### src/rtl/regfile_pkg.sv
// Shared constants and helpers for the multi-port register file.
// Latency: n/a (package only).
// Backpressure: n/a (package only).
//
// Holds the default geometry of the register file and a byte-merge helper
// used both by the storage write path and by the same-cycle read bypass.
package regfile_pkg;

    localparam int DEF_DATA_W = 32;
    localparam int DEF_ADDR_W = 5;
    localparam int DEF_NUM_RD = 2;

    // The merge helper works on a fixed maximum width; callers zero-extend
    // their operands and truncate the result back to DATA_W.
    localparam int MERGE_W    = 256;
    localparam int MERGE_BE_W = MERGE_W / 8;

    // Bytes whose enable bit is set come from new_v, the rest from old_v.
    function automatic logic [MERGE_W-1:0] byte_merge(
        input logic [MERGE_W-1:0]    old_v,
        input logic [MERGE_W-1:0]    new_v,
        input logic [MERGE_BE_W-1:0] be
    );
        logic [MERGE_W-1:0] r;
        r = old_v;
        for (int i = 0; i < MERGE_BE_W; i++) begin
            if (be[i]) begin
                r[i*8 +: 8] = new_v[i*8 +: 8];
            end
        end
        return r;
    endfunction

endpackage

### src/rtl/regfile_mp_if.sv
// Bundle of read, write, reservation and flush signals of the register file.
// Latency: n/a (wiring only).
// Backpressure: reservations stall on rsv_ready; writes are always accepted.
//
// master: pipeline side (decode/writeback); slave: the register file.
// rn/q are NUM_RD ports packed at k*ADDR_W / k*DATA_W.
interface regfile_mp_if import regfile_pkg::*; #(
    parameter int DATA_W = DEF_DATA_W,
    parameter int ADDR_W = DEF_ADDR_W,
    parameter int NUM_RD = DEF_NUM_RD
) ();

    logic [NUM_RD*ADDR_W-1:0] rn;
    logic [NUM_RD*DATA_W-1:0] q;
    logic [NUM_RD-1:0]        busy_o;
    logic                     we;
    logic [ADDR_W-1:0]        wn;
    logic [DATA_W-1:0]        d;
    logic [DATA_W/8-1:0]      wbe;
    logic                     rsv;
    logic [ADDR_W-1:0]        rsv_wn;
    logic                     rsv_ready;
    logic                     flush;

    modport master (
        output rn, we, wn, d, wbe, rsv, rsv_wn, flush,
        input  q, busy_o, rsv_ready
    );

    modport slave (
        input  rn, we, wn, d, wbe, rsv, rsv_wn, flush,
        output q, busy_o, rsv_ready
    );

endinterface

### src/rtl/regfile_scoreboard.sv
// Pending-write scoreboard: one busy bit per register, set by reservation, cleared by write/flush.
// Latency: busy updates visible one edge later; rsv_ready is combinational.
// Backpressure: rsv_ready drops while the target is busy (WAW) or during flush.
//
// Ports: clk, clrn (sync, active-high), wr_en/wn (qualified write, wn!=0),
// rsv/rsv_wn (reservation request), flush, busy (full vector), rsv_ready.
// REGFILE_BYPASS_EN: a write landing on rsv_wn this cycle also frees it for
// reservation.
module regfile_scoreboard #(
    parameter int ADDR_W = 5
) (
    input  logic                 clk,
    input  logic                 clrn,
    input  logic                 wr_en,
    input  logic [ADDR_W-1:0]    wn,
    input  logic                 rsv,
    input  logic [ADDR_W-1:0]    rsv_wn,
    input  logic                 flush,
    output logic [2**ADDR_W-1:0] busy,
    output logic                 rsv_ready
);

    localparam int DEPTH = 2**ADDR_W;

    logic [DEPTH-1:0] busy_nxt;
    logic             rsv_acc;

    always_comb begin
        rsv_ready = 1'b0;
        if (flush) begin
            rsv_ready = 1'b0;
        end else if (rsv_wn == '0) begin
            rsv_ready = 1'b1;
        end else if (!busy[rsv_wn]) begin
            rsv_ready = 1'b1;
`ifdef REGFILE_BYPASS_EN
        end else if (wr_en && (wn == rsv_wn)) begin
            rsv_ready = 1'b1;
`endif
        end
    end

    // Reserving r0 is accepted but has no effect.
    assign rsv_acc = rsv && rsv_ready && (rsv_wn != '0);

    // Reservation is applied after the write clear so it wins on a collision.
    always_comb begin
        busy_nxt = busy;
        if (wr_en) begin
            busy_nxt[wn] = 1'b0;
        end
        if (rsv_acc) begin
            busy_nxt[rsv_wn] = 1'b1;
        end
        busy_nxt[0] = 1'b0;
    end

    always_ff @(posedge clk) begin
        if (clrn) begin
            busy <= '0;
        end else if (flush) begin
            busy <= '0;
        end else begin
            busy <= busy_nxt;
        end
    end

endmodule

### src/rtl/regfile_mp.sv
// Multi-read-port register file with byte-enabled writes and pending-write scoreboard.
// Latency: reads 0 cycles (combinational); writes/busy visible one edge later.
// Backpressure: writes always accepted; reservations gated by bus.rsv_ready.
//
// Ports: clk, clrn (sync, active-high, clears data and busy), bus (slave
// modport of regfile_mp_if: rn/q/busy_o read ports, we/wn/d/wbe write port,
// rsv/rsv_wn/rsv_ready reservation, flush).
// REGFILE_BYPASS_EN: forwards a same-cycle write to matching read ports.
module regfile_mp import regfile_pkg::*; #(
    parameter int DATA_W = DEF_DATA_W,
    parameter int ADDR_W = DEF_ADDR_W,
    parameter int NUM_RD = DEF_NUM_RD
) (
    input logic         clk,
    input logic         clrn,
    regfile_mp_if.slave bus
);

    localparam int DEPTH = 2**ADDR_W;

    logic [DATA_W-1:0]        mem [DEPTH];
    logic [DEPTH-1:0]         busy;
    logic                     wr_en;
    logic [DATA_W-1:0]        wr_merged;
    logic                     rsv_ready;
    logic [NUM_RD*DATA_W-1:0] q_flat;
    logic [NUM_RD-1:0]        busy_flat;

    assign wr_en     = bus.we && (bus.wn != '0);
    assign wr_merged = DATA_W'(byte_merge(MERGE_W'(mem[bus.wn]),
                                          MERGE_W'(bus.d),
                                          MERGE_BE_W'(bus.wbe)));

    // Entry 0 is never written, so it stays at its reset value of zero.
    always_ff @(posedge clk) begin
        if (clrn) begin
            for (int i = 0; i < DEPTH; i++) begin
                mem[i] <= '0;
            end
        end else if (wr_en) begin
            mem[bus.wn] <= wr_merged;
        end
    end

    regfile_scoreboard #(
        .ADDR_W (ADDR_W)
    ) u_scoreboard (
        .clk       (clk),
        .clrn      (clrn),
        .wr_en     (wr_en),
        .wn        (bus.wn),
        .rsv       (bus.rsv),
        .rsv_wn    (bus.rsv_wn),
        .flush     (bus.flush),
        .busy      (busy),
        .rsv_ready (rsv_ready)
    );

    for (genvar k = 0; k < NUM_RD; k++) begin : g_rd
        logic [ADDR_W-1:0] idx;
        logic [DATA_W-1:0] q_k;
        logic              busy_k;

        assign idx = bus.rn[k*ADDR_W +: ADDR_W];

        always_comb begin
            q_k    = mem[idx];
            busy_k = busy[idx];
            if (idx == '0) begin
                q_k    = '0;
                busy_k = 1'b0;
`ifdef REGFILE_BYPASS_EN
            end else if (wr_en && (bus.wn == idx)) begin
                // The landing write retires the reservation, so not busy.
                q_k    = wr_merged;
                busy_k = 1'b0;
`endif
            end
        end

        assign q_flat[k*DATA_W +: DATA_W] = q_k;
        assign busy_flat[k]               = busy_k;
    end

    assign bus.q         = q_flat;
    assign bus.busy_o    = busy_flat;
    assign bus.rsv_ready = rsv_ready;

endmodule

### src/flat_wrapper.sv
// flat-port wrapper written by rule: the top's interface ports become plain ports
module regfile_mp_flat import regfile_pkg::*;
#(
    parameter int DATA_W = DEF_DATA_W,
    parameter int ADDR_W = DEF_ADDR_W,
    parameter int NUM_RD = DEF_NUM_RD
)
  (clk, clrn, bus_rn, bus_we, bus_wn, bus_d, bus_wbe, bus_rsv, bus_rsv_wn, bus_flush, bus_q, bus_busy_o, bus_rsv_ready);
  regfile_mp_if #(.DATA_W(DATA_W), .ADDR_W(ADDR_W), .NUM_RD(NUM_RD)) bus_i ();
  input logic clk;
  input logic clrn;
  input wire logic [$bits(bus_i.rn)-1:0] bus_rn;
  input wire logic [$bits(bus_i.we)-1:0] bus_we;
  input wire logic [$bits(bus_i.wn)-1:0] bus_wn;
  input wire logic [$bits(bus_i.d)-1:0] bus_d;
  input wire logic [$bits(bus_i.wbe)-1:0] bus_wbe;
  input wire logic [$bits(bus_i.rsv)-1:0] bus_rsv;
  input wire logic [$bits(bus_i.rsv_wn)-1:0] bus_rsv_wn;
  input wire logic [$bits(bus_i.flush)-1:0] bus_flush;
  output wire logic [$bits(bus_i.q)-1:0] bus_q;
  output wire logic [$bits(bus_i.busy_o)-1:0] bus_busy_o;
  output wire logic [$bits(bus_i.rsv_ready)-1:0] bus_rsv_ready;
  assign bus_i.rn = bus_rn;
  assign bus_i.we = bus_we;
  assign bus_i.wn = bus_wn;
  assign bus_i.d = bus_d;
  assign bus_i.wbe = bus_wbe;
  assign bus_i.rsv = bus_rsv;
  assign bus_i.rsv_wn = bus_rsv_wn;
  assign bus_i.flush = bus_flush;
  assign bus_q = bus_i.q;
  assign bus_busy_o = bus_i.busy_o;
  assign bus_rsv_ready = bus_i.rsv_ready;
  regfile_mp #(.DATA_W(DATA_W), .ADDR_W(ADDR_W), .NUM_RD(NUM_RD)) u_core (.clk(clk), .clrn(clrn), .bus(bus_i));
endmodule
### config.mk
export PLATFORM = sky130hd
export DESIGN_NAME = regfile_mp_flat
export DESIGN_NICKNAME = d
export VERILOG_FILES = /design/src/rtl/regfile_pkg.sv /design/src/rtl/regfile_mp_if.sv /design/src/rtl/regfile_scoreboard.sv /design/src/rtl/regfile_mp.sv /design/src/flat_wrapper.sv
export SDC_FILE = /design/constraint.sdc
export NUM_CORES = 2
export LEC_CHECK = 0
export CAP_MARGIN = 20
export CORE_ASPECT_RATIO = 1.25
export CORE_MARGIN = 10
export CORE_UTILIZATION = 58
export CTS_CLUSTER_DIAMETER = 120
export DETAILED_ROUTE_END_ITERATION = 7
export DONT_BUFFER_PORTS = 1
export PLACE_DENSITY = 0.75
export SYNTH_ARGS = -nofsm -noshare
export SYNTH_HDL_FRONTEND = slang
export SYNTH_SLANG_ARGS = --single-unit
export TNS_END_PERCENT = 30
### constraint.sdc
create_clock -name clk -period 2.6 [get_ports clk]
set_input_delay 0.52 -clock clk [delete_from_list [all_inputs] [get_ports clk]]
set_output_delay 0.52 -clock clk [all_outputs]
set_load 0.02 [all_outputs]
==> impl_metrics.py <==
metrics = {
    "floorplanning": {
        "start_util": 0.583,
        "die-area_um2": 112000,
        "die_h_um": 372,
        "core_area_um2": 98600,
        "io_pins": 128,
        "die_w_um": 302,
        "rows": 129,
    },
    "yosys": {
        "ys_ff_latch": 1055,
        "syn_area_per_cell_um2": 14.4,
        "synthMuxAreaShare": 0.232,
        "ys_types": 51,
        "synthXorXnorAreaFrac": 0,
        "synth_compound_area_frac": 0.0577,
        "async_reset_ff_frac": 0,
        "synth_top_area_share": 0.535,
        "yosysWarnings": 0,
        "synth-seq-area-share": 0.546,
        "synth_top_family_by_area": "multiplexers",
        "synth_edf_count": 1024,
        "syn-cell-area_um2": 57500,
        "ys.flop_type": "edfxtp_1",
        "synthCells": 3984,
        "synthSimpleGateAreaFrac": 0.135,
        "synth_top_area_cell": "edfxtp_1",
        "synth_adder_area_share": 0,
        "synth_area_leaders": "edfxtp_1 53%, mux4_2 18%, and2_1 11%",
    },
    "timing": {
        "setup_ws_ns": -0.851,
        "setup_tns_ns": -29.45,
        "clock.fmax_mhz": 290,
        "drv_slew": 0,
        "period_needed_ns": 3.45,
        "slew_headroom": 0.0619,
        "fin_crit_sh": 1.33,
        "skew_ns": 0.0121,
        "hold_viol_final": 0,
        "hold-worst-slack_ns": 0.00532,
        "tightest_slew_ns": 1.41,
        "rsz0062_at_grt": "true",
        "finalSetupViolCount": 67,
    },
    "critical_path": {
        "crit_type": "input port to output port",
        "end_kind": "output port",
        "reg2reg_depth": 3,
        "r2r_slack_ns": 0.90,
        "regToRegStartpoint": "u_core.u_scoreboard.busy[19]",
        "cp.arrival_ns": 2.93,
        "crit_required_ns": 2.08,
        "critical_path.max_fanout": 298,
        "start_kind": "input port",
        "reg2reg_to": "u_core.u_scoreboard.busy[18]",
    },
    "clock_tree": {
        "cts_tree": "done",
        "cts-root-buf": "clkbuf_16",
        "cts_made_buffers": 107,
        "clk_pin_slew_ns": 0.06,
        "clk_path_buf_depth": 3,
        "cts_max_level": 3,
        "clk_latency_ns": 0.72,
        "cts_sinks": 1055,
    },
    "drt": {
        "wl_per_cell_um": 34.9,
        "final_antenna_net_count": 0,
        "avgViaCountPerCell": 7.06,
        "drc": 0,
        "via_count": 39000,
        "wirelength_um": 193000,
        "first_pass_iters": 6,
        "first_iter_violations": 5853,
    },
    "cells_and_area": {
        "drive_gt1_frac": 0.279,
        "mostFrequentLayoutCells": "1024 x edfxtp_1, 998 x and2_1, 463 x mux4_2, 314 x buf_4, 212 x mux2i_1",
        "syn_to_final_growth_pct": 13.4,
        "layout_commonest_cell": "edfxtp_1",
        "fin_util": 0.661,
        "layout.nets": 4177,
    },
    "min_path": {
        "min-delay-start": "bus_d[5]",
        "hold_depth": 1,
        "hold_end": "u_core.mem[30][5]",
        "hold_path.class": "input port to flip-flop",
    },
    "pwr": {
        "ir_drop_mv": 0.581,
        "power_density_nw_per_um2": 636,
        "power.leakage_nw": 22.7,
        "fin_total_pwr_mw": 41.4,
    },
    "global_routing": {
        "grt_max_degree": 299,
        "antenna_found_initial": 5,
        "grt_first_pass_wirelength_um": 274000,
        "grt_pass1_vias": 39000,
        "grt_usage": 0.342,
        "overflow": 0,
    },
    "place": {
        "gp_congestion": 0.955,
        "port_buffers": 0,
        "hpwlAfterDp_um": 128000,
        "pre_cts_ws_ns": -0.164,
    },
    "run_status": {
        "status": "complete, but fails checks",
        "violations": "negative setup slack",
    },
    "job": {
        "cap_violations": 0,
    },
}
-- sequential cells by signal, indices dropped and copies added, names as in the netlist --
| signal | count |
|---|---|
| u_core.u_scoreboard.busy | 31 |
| u_core.mem | 1024 |
-- worst max path at each step --
stage                            startpoint   endpoint
after floorplan                   bus_rn[1]   bus_q[1]
after global placement            bus_rn[3]  bus_q[22]
after detailed placement          bus_rn[3]  bus_q[22]
after CTS                 u_core.mem[25][1]  bus_q[33]
after global routing      u_core.mem[25][1]  bus_q[33]
final                             bus_rn[1]  bus_q[22]
-- where the power goes --
part	internal (mW)	leakage [nW]	switching, mW	total (mW)
Combinational	2.43	10.9	2.47	4.90
Sequential	19.5	9.99	0.593	20.1
Clock	9.59	1.79	6.85	16.4
-- area by class of cell --
type	instances	area [µm²]
Timing Repair Buffer	362	3150
Antenna cell	4	10.0
Tap cell	1310	1640
Sequential cell	1055	31400
Multi-Input combinational cell	2587	25300
Clock inverter	66	722
Fill cell	6802	33400
Clock buffer	132	2950
Inverter	3	13.8
-- cell usage after synthesis (all sizes together), types with 14 or more instances --
master / n
a211oi: 14
edfxtp: 1024
a221o: 36
nor2b: 26
nand3: 31
a32o: 31
a22oi: 51
a31oi: 32
and2: 999
dfxtp: 31
mux2: 57
nand2: 69
o22ai: 17
buf: 148
nor2: 151
mux4: 463
mux2i: 228
o21ai: 190
a221oi: 50
clkbuf: 222
-- cells by family after synthesis --
group,after synthesis
other cells,1
buf+inv,373
flops,1055
mux,748
simple gates,1328
compound gates,479
-- critical path, stage by stage --
cell     delay [ns]
mux4_2         1.02
a22oi_1        0.40
a31oi_4        0.17
buf_6          0.17
-- metrics by stage --
step                instance area, µm²  instances
global route                     65200       5515
global placement                 60800       5310
CTS                              65000       5516
finish                           65200       5519
floorplan                        57800       4015
detailed placement               60800       5310
-- layer usage --
metal | wire, µm | up-vias | GRT usage | part of all wire
li1 | - | 15700 | - | -
met1 | 60400 | 19600 | 0.391 | 0.31
met2 | 90400 | 2987 | 0.540 | 0.47
met3 | 24800 | 702 | 0.105 | 0.13
met4 | 17200 | 2 | 0.255 | 0.089
met5 | 9 | - | 0 | 0.000047
-- repair_timing --
action | 4_1_cts | 5_1_grt
buffers inserted | 13 | 1
endpoints found under the setup margin | 67 | 67
cloned | 0 | 0
endpoints found under the hold margin | 32 | 0
hold buffers | 1 | 0
gates resized for setup | 138 | 39
pin swaps | 51 | 24
Note: power is estimated with default switching activity, not from simulation.
